### config.mk
export PLATFORM = sky130hd
export DESIGN_NAME = controlador_registrador7b
export DESIGN_NICKNAME = d
export VERILOG_FILES = /design/src/rtl/reg7b_defs.sv /design/src/rtl/arbitro_rr.sv /design/src/rtl/controlador_registrador7b.sv
export SDC_FILE = /design/constraint.sdc
export NUM_CORES = 1
export LEC_CHECK = 0
export CAP_MARGIN = 20
export CORE_ASPECT_RATIO = 0.7
export CORE_MARGIN = 5
export CORE_UTILIZATION = 38
export CTS_CLUSTER_DIAMETER = 30
export DETAILED_ROUTE_END_ITERATION = 7
export PLACE_DENSITY = 0.78
export SLEW_MARGIN = 10
export SYNTH_ARGS = -nofsm -noshare
export SYNTH_HDL_FRONTEND = slang
export SYNTH_SLANG_ARGS = --single-unit
### constraint.sdc
create_clock -name clk -period 1.6 [get_ports clk]
set_input_delay 0.4 -clock clk [delete_from_list [all_inputs] [get_ports clk]]
set_output_delay 0.4 -clock clk [all_outputs]
set_load 0.02 [all_outputs]
### src/rtl/reg7b_defs.sv
// Shared definitions for the 7-bit shared-register sequencer: FSM encodings and default sizes.
// Build option ARB_FIXED_PRIO_EN (see arbitro_rr) does not change anything in this package.
package reg7b_defs;

  typedef enum logic [1:0] {
    ST_IDLE = 2'd0,
    ST_LOAD = 2'd1,
    ST_ACK  = 2'd2
  } state_e;

  localparam int REG7B_WIDTH = 7;
  localparam int REG7B_N_REQ = 4;

endpackage

### src/rtl/arbitro_rr.sv
// Combinational winner select: round-robin from ptr_i, or lowest-index-wins when
// ARB_FIXED_PRIO_EN is defined (ptr_i port is then absent). Zero latency, no backpressure.
module arbitro_rr #(
  parameter int N_REQ = 4,
  parameter int ID_W  = $clog2(N_REQ)
) (
  input  logic [N_REQ-1:0] req_i,
`ifndef ARB_FIXED_PRIO_EN
  input  logic [ID_W-1:0]  ptr_i,
`endif
  output logic [ID_W-1:0]  idx_o,
  output logic             vld_o
);

`ifdef ARB_FIXED_PRIO_EN

  // Scan from the top down so the lowest set index is the last assignment.
  always_comb begin
    idx_o = '0;
    vld_o = |req_i;
    for (int i = N_REQ - 1; i >= 0; i--) begin
      if (req_i[i]) idx_o = ID_W'(i);
    end
  end

`else

  localparam int CW = ID_W + 1;

  logic [CW-1:0] cand;

  // Offsets are scanned from far to near so the requester closest to the
  // pointer overwrites all others. Wrap uses an explicit compare so that
  // non-power-of-two N_REQ never lands on a nonexistent requester.
  always_comb begin
    idx_o = '0;
    vld_o = |req_i;
    cand  = '0;
    for (int off = N_REQ - 1; off >= 0; off--) begin
      cand = {1'b0, ptr_i} + CW'(off);
      if (cand >= CW'(N_REQ)) begin
        cand = cand - CW'(N_REQ);
      end
      if (req_i[cand[ID_W-1:0]]) idx_o = cand[ID_W-1:0];
    end
  end

`endif

endmodule

### src/rtl/controlador_registrador7b.sv
// Shares one load-or-hold register among N_REQ requesters: IDLE -> LOAD (sinal=1) -> ACK (ack[w]=1).
// Grant at edge k gives sinal in cycle k+1 and ack in k+2; hold blocks new grants only in IDLE.
// Build option ARB_FIXED_PRIO_EN selects fixed priority and removes the round-robin pointer.
module controlador_registrador7b
  import reg7b_defs::*;
#(
  parameter int N_REQ = REG7B_N_REQ,
  parameter int WIDTH = REG7B_WIDTH,
  localparam int ID_W = $clog2(N_REQ)
) (
  input  logic                   clk,
  input  logic                   reset,
  input  logic [N_REQ-1:0]       req,
  input  logic [N_REQ*WIDTH-1:0] dados,
  input  logic                   hold,
  output logic [WIDTH-1:0]       d,
  output logic                   sinal,
  output logic [N_REQ-1:0]       ack,
  output logic [ID_W-1:0]        gnt_id,
  output logic                   busy
);

  state_e            state_q, state_d;
  logic [WIDTH-1:0]  dat_q, dat_d;
  logic              sinal_q, sinal_d;
  logic [N_REQ-1:0]  ack_q, ack_d;
  logic [ID_W-1:0]   gnt_q, gnt_d;
  logic [ID_W-1:0]   win_idx;
  logic              win_vld;
  logic [WIDTH-1:0]  lane [N_REQ];

  always_comb begin
    for (int i = 0; i < N_REQ; i++) begin
      lane[i] = dados[i*WIDTH +: WIDTH];
    end
  end

`ifdef ARB_FIXED_PRIO_EN

  arbitro_rr #(
    .N_REQ (N_REQ),
    .ID_W  (ID_W)
  ) u_arb (
    .req_i (req),
    .idx_o (win_idx),
    .vld_o (win_vld)
  );

`else

  logic [ID_W-1:0] ptr_q, ptr_d;

  arbitro_rr #(
    .N_REQ (N_REQ),
    .ID_W  (ID_W)
  ) u_arb (
    .req_i (req),
    .ptr_i (ptr_q),
    .idx_o (win_idx),
    .vld_o (win_vld)
  );

  // Pointer moves past the winner while acking, so a requester that keeps
  // req high is treated as a fresh request that ranks last.
  always_comb begin
    ptr_d = ptr_q;
    if (state_q == ST_ACK) begin
      ptr_d = (gnt_q == ID_W'(N_REQ - 1)) ? '0 : gnt_q + ID_W'(1);
    end
  end

  always_ff @(posedge clk) begin
    if (reset) begin
      ptr_q <= '0;
    end else begin
      ptr_q <= ptr_d;
    end
  end

`endif

  always_comb begin
    state_d = state_q;
    dat_d   = dat_q;
    sinal_d = 1'b0;
    ack_d   = '0;
    gnt_d   = gnt_q;
    case (state_q)
      ST_IDLE: begin
        if (!hold && win_vld) begin
          state_d = ST_LOAD;
          dat_d   = lane[win_idx];
          gnt_d   = win_idx;
          sinal_d = 1'b1;
        end
      end
      ST_LOAD: begin
        // Committed once LOAD is entered; req is not looked at again.
        state_d       = ST_ACK;
        ack_d[gnt_q]  = 1'b1;
      end
      ST_ACK: begin
        state_d = ST_IDLE;
      end
      default: begin
        state_d = ST_IDLE;
      end
    endcase
  end

  always_ff @(posedge clk) begin
    if (reset) begin
      state_q <= ST_IDLE;
      dat_q   <= '0;
      sinal_q <= 1'b0;
      ack_q   <= '0;
      gnt_q   <= '0;
    end else begin
      state_q <= state_d;
      dat_q   <= dat_d;
      sinal_q <= sinal_d;
      ack_q   <= ack_d;
      gnt_q   <= gnt_d;
    end
  end

  assign d      = dat_q;
  assign sinal  = sinal_q;
  assign ack    = ack_q;
  assign gnt_id = gnt_q;
  assign busy   = (state_q != ST_IDLE);

`ifndef SYNTHESIS
  a_load_ack_excl: assert property (@(posedge clk) disable iff (reset) !(sinal && (|ack)));
  a_ack_onehot0:   assert property (@(posedge clk) disable iff (reset) $onehot0(ack));
`endif

endmodule
# Yosys cells after proc, flatten, opt, wreduce, memory -nomap -nowiden
# Cells that the tools add are included.
classes:
  n_eq_ne: 4
  mux: 25
  n_lt_le_gt_ge: 11
  addsub: 8
  n_bitwise: 3
  reduce_logical: 9
op_table:
  columns: ["cell", "n"]
  rows:
  - ["2-bit 2-to-1 mux", 10]
  - ["2-bit by 3-bit less-than comparator with 1-bit output, second input constant", 5]
  - ["7-bit binary-select mux with 2-bit select", 1]
  - ["7-bit 2-to-1 mux", 2]
  - ["3-bit greater-or-equal comparator, second input constant", 4]
  - ["1-bit binary-select mux with 2-bit select", 4]
  - ["2-bit by 1-bit subtractor with 2-bit output, second input constant", 4]
  - ["2-bit by 2-bit adder with 3-bit output, second input constant", 2]
  - ["1-bit 2-to-1 mux", 6]
  - ["2-bit == test, second input constant", 2]
  - ["2-bit one-hot mux with 2 select lines", 1]
  - ["2-bit OR reduction", 2]
  - ["4-bit OR reduction", 1]
  - ["2-bit by 1-bit adder with 3-bit output, second input constant", 1]
  - ["2-bit by 3-bit greater-or-equal comparator with 1-bit output, second input constant", 1]
  - ["2-bit inverter with 3-bit output", 1]
  - ["2-bit by 1-bit adder with 2-bit output, second input constant", 1]
  - ["1-bit demux with 2-bit select", 1]
  - ["2-bit by 1-bit == test with 1-bit output, second input constant", 1]
  - ["2-bit by 1-bit greater-or-equal comparator with 1-bit output, second input constant", 1]
  - ["1-bit logical AND", 2]
  - ["2-bit zero test", 1]
  - ["2-bit != test, second input constant", 1]
  - ["1-bit inverter", 2]
  - ["3 further kinds", 3]
totals:
  regBits: 18
  inputBits: 35
  word_cells: 66
  out_inout_bits: 15

# Longest topological paths before layout
logic_depth:
  ltp_word: 13
  mapped_depth: 6
  mapped_depth_nobuf: 5

# By module
# From an unflattened synthesis, not the netlist that was laid out.
hier_totals:
  cells_unflattened: 91
  area_unflattened_um2: 908.4
by_module_without_submodules:
  columns: ["module", "instances", "seq_area_each_um2", "cells_per_inst", "area_per_inst_um2"]
  rows:
  - ["controlador_registrador7b", 1, 360.3, 78, 830.8]
  - ["arbitro_rr", 1, 0.0, 13, 77.6]

# Least setup slack after synthesis
# OpenSTA, ideal clock, no wires.
synth_path:
  path_type: "register -> register"
  startpoint: "register state_q[1]"
  endpoint: "register gnt_q[0], in the netlist gnt_id[0]"
  period_less_slack_ns: 1.519
  path_stages_with_launch: 6
  n_path_buf: 1
  slack_ns: 0.081
  setup_ns: 0.124
  t_arrival_ns: 1.395
  required_ns: 1.476
  cell_sequence: "dfxtp_1 or2_1 a311o_2 buf_4 mux2i_1 nor2_1"
synth_via:
  elab_chain_cells: 2
synth_rtl:
  columns: ["item", "line_no", "rtl"]
  rows:
  - ["from (decl)", "controlador_registrador7b.sv:23", "state_e state_q, state_d;"]
  - ["from (signal assigned)", "controlador_registrador7b.sv:119", "state_q <= state_d;"]
  - ["2-bit zero test", "controlador_registrador7b.sv:88", "case (state_q)"]
  - ["2-bit AND reduction (no line)", null, null]
  - ["to (signal assigned)", "controlador_registrador7b.sv:123", "gnt_q <= gnt_d;"]
  - ["to (decl)", "controlador_registrador7b.sv:27", "logic [ID_W-1:0] gnt_q, gnt_d;"]
# Every way passes these cells.
# A chain may end at the register's enable or synchronous reset.

# Worst setup path after layout
layout_path:
  startpoint: "input req[0]"
  endpoint: "register dat_q[0], in the netlist d[0]"
layout_via:
  elab_chain_cells: 10
  word_cells_on_any_way: 19
  cone_classes: "15 x mux; 1 x bitwise; 3 x reduce/logical"
layout_rtl:
  columns: ["item", "line_no", "rtl"]
  rows:
  - ["from (decl)", "controlador_registrador7b.sv:13", "input logic [N_REQ-1:0] req,"]
  - ["1-bit binary-select mux with 2-bit select", "arbitro_rr.sv:44", "if (req_i[cand[ID_W-1:0]]) idx_o = cand[ID_W-1:0];"]
  - ["1-bit 2-to-1 mux (not written as such)", "arbitro_rr.sv:44", null]
  - ["2-bit 2-to-1 mux (4 in a row)", "arbitro_rr.sv:44", null]
  - ["2-bit inverter with 3-bit output (not written as such)", "controlador_registrador7b.sv:92", "dat_d = lane[win_idx];"]
  - ["7-bit binary-select mux with 2-bit select", "controlador_registrador7b.sv:92", null]
  - ["7-bit 2-to-1 mux (not written as such) (2 in a row)", "controlador_registrador7b.sv:92", null]
  - ["to (signal assigned)", "controlador_registrador7b.sv:120", "dat_q <= dat_d;"]
  - ["to (decl)", "controlador_registrador7b.sv:24", "logic [WIDTH-1:0] dat_q, dat_d;"]
# Parallel ways exist; a longest one is shown, timed or not. The select of a mux whose other input is x is not followed.

==> flow_summary.ini <==
[logic_synthesis]
ys_seq_area_frac = 0.3810
synth.distinct_cells = 25
netlist_instances = 91
synth_nets = 130
synth_seq_cells = 18
synth.avg_cell_area_um2 = 10.39
netlist_area_um2 = 945.9
yosysWarnings = 0

[floorplanning]
num_rows = 15
die_area_mm2 = 0.003603
initial_core_util = 0.3907
die_h_um = 51.74
pin_count = 50
die_w_um = 69.63
coreArea_mm2 = 0.002421

[clock_tree]
cts_tree = built
cts_buffers = 3
cts.sinks = 18
clk_latency_ns = 0.29
cts_root_buf = clkbuf_4
cts.clk_slew.worst_paths_ns = 0.10
cts_buffer_depth = 2
htree_levels = 1

[critical_path]
required_ns = 1.77
critPathKind = in2reg
start_kind = primary input
worstSetupStartpoint = req[0]
r2r-start = ptr_q[1]
slowest_delay_ns = 0.30
arrival_ns = 1.75
crit_slowest_cell = bufbuf_16
critPathMaxFanout = 7
crit_path_end_kind = flop
crit_path_cell_trace = dlygate4sd2_1, a21oi_2, o21ai_2, a21oi_4, bufbuf_16, mux2i_1, o221ai_1

[flow_run]
cap_violations = 0

[power]
p_total_mw = 1.117
p_switching_mw = 0.3076
leakagePower_nw = 0.7268
power.share.sequential = 0.439
swShare = 0.2754
pwr-share-comb = 0.310
power.share.clock = 0.251
p_int_mw = 0.8095
power_density_mw_per_mm2 = 691.0
max-vdd-ir-drop_v = 0.0004536

[place]
hpwl_mm = 2.257
gp_congestion = 0.7286
numPortBuffers = 49
pre_cts_slack_ns = -0.4528

[finish]
syn_to_final_growth_pct = 70.90
antenna_cells = 0
layout-drive-gt1-share = 0.1830
fin_util = 0.6677
fin_nets = 193

[global_routing]
gr-total-overflow = 0
grt_usage = 0.1648
grt_pass1_wl_mm = 4.588
antenna_found_initial = 0
grt_max_degree = 11
grt_pass1_vias = 943

[routing]
ant_nets = 0
routed_wl_mm = 2.859
top_layer_used = met4
vias_per_cell = 4.850
wire_per_inst_um = 15.29
dr_total_vias = 907
drc_errors = 0
dr_wl_met2_mm = 1.471
wl_met3_um = 132
drtIter0Drc = 38
drt_first_pass_iters = 4
met1_length_mm = 1.209

[sta]
clock_skew_ns = 0.002300
holdWs_ns = 0.4947
rsz0062_at_grt = yes
period_share = 0.9893
setup_slack_ns = 0.01715
hold_violations = 0
slew_headroom = 0.7420
finalSetupViolations = 0
slew_violations = 0
tightestPinTransition_ns = 0.3861
fin_crit_ns = 1.583
max_freq_mhz = 631.8
fin_tns_setup_ns = 0

[hold_path]
min_from = state_q[1]
holdCritPathClass = reg2reg

[run_status]
outcome = finished, final reports clean
-- through the flow --
stage	std cells	instance area, µm²
floorplan	91	945.9
global placement	180	1536
detailed placement	180	1536
CTS	186	1609
global route	187	1617
finish	187	1617
-- cells in the mapped netlist --
cell      number  area [µm²]
a21oi_1        3       15.01
a21oi_2        1       8.760
a21oi_4        1       16.27
a221o_1        1       10.01
a311o_2        1       11.26
and2_1         4       25.02
buf_4          1       7.510
buf_6          1       11.26
clkbuf_1       1       3.750
dfxtp_1       18       360.4
ha_1           4       50.05
inv_1          7       26.28
mux2i_1       17       170.2
nand2_4        1       11.26
nand2b_1       1       6.260
nand2b_2       1       8.760
nand3b_1       7       52.55
nor2_1         8       30.03
nor2_8         1       20.02
nor2b_1        1       6.260
nor3b_1        1       7.510
o21ai_1        1       5.000
o221ai_1       7       61.31
o221ai_2       1       15.01
or2_1          1       6.260
-- power groups by stage --
stage	Sequential, mW	Clock (mW)	Combinational, mW
after detailed placement	0.501	0	0.337
after global placement	0.500	0	0.329
final	0.491	0.280	0.346
after global routing	0.495	0.315	0.369
after CTS	0.490	0.289	0.342
after floorplan	0.529	0	0.123
-- sequential cells by signal (all words and copies together) (netlist names) --
name,cells
ack,4
gnt_id,2
d,7
ptr_q,2
sinal,1
state_q,2
-- worst paths after layout --
check / depth (start not counted) / endpoint / slack (ns)
max: 7 / d[0] / 0.02
min: 1 / state_q[1] / 0.49
max reg2reg: 6 / d[0] / 0.04
min reg2reg: 1 / state_q[1] / 0.49
-- cell usage in the layout, fill, tap and decap left out, types with 2 or more instances in the layout --
cell,instances
clkdlybuf4s50_1,30
dlygate4sd2_1,18
mux2i_1,17
dfxtp_1,17
buf_4,9
nor2_1,8
inv_1,7
nand3b_1,7
o221ai_1,6
and2_1,4
ha_1,4
clkbuf_4,3
a21oi_2,2
a21oi_1,2
o221ai_2,2
-- routing by layer --
layer / track usage / vias up
met5: 0 / -
met4: 0.05096 / 0
met3: 0.05019 / 4
met2: 0.3070 / 26
met1: 0.1832 / 424
li1: - / 453
-- kinds of logic after synthesis --
group	share of synthesized area
and+or+nand+nor	0.1839
DFF	0.3810
muxes	0.1799
AOI/OAI and AO/OA	0.1508
buffers and inverters	0.05159
adders and majority gates	0.05291
-- final cells by class --
type	count	area (µm²)
repair buffers	61	594.3
multi-input cells	63	555.5
well taps	34	42.54
clock buffers	4	36.28
flip-flops and latches	18	361.6
inverters	7	26.28
fillers	190	804.5
-- repair_timing --
action	4_1_cts	5_1_grt
setup buffers	1	1
pin swaps	2	3
gates resized for setup	24	3
hold buffers	0	0
setup endpoints to repair	24	6
cloned	1	0
-- worst max-delay path: cells and delay by family --
kind / cells / cell delay, ns
buf+inv: 2 / 0.58
compound gates: 4 / 0.55
mux: 1 / 0.21
Power figures use the tool's default switching activity.
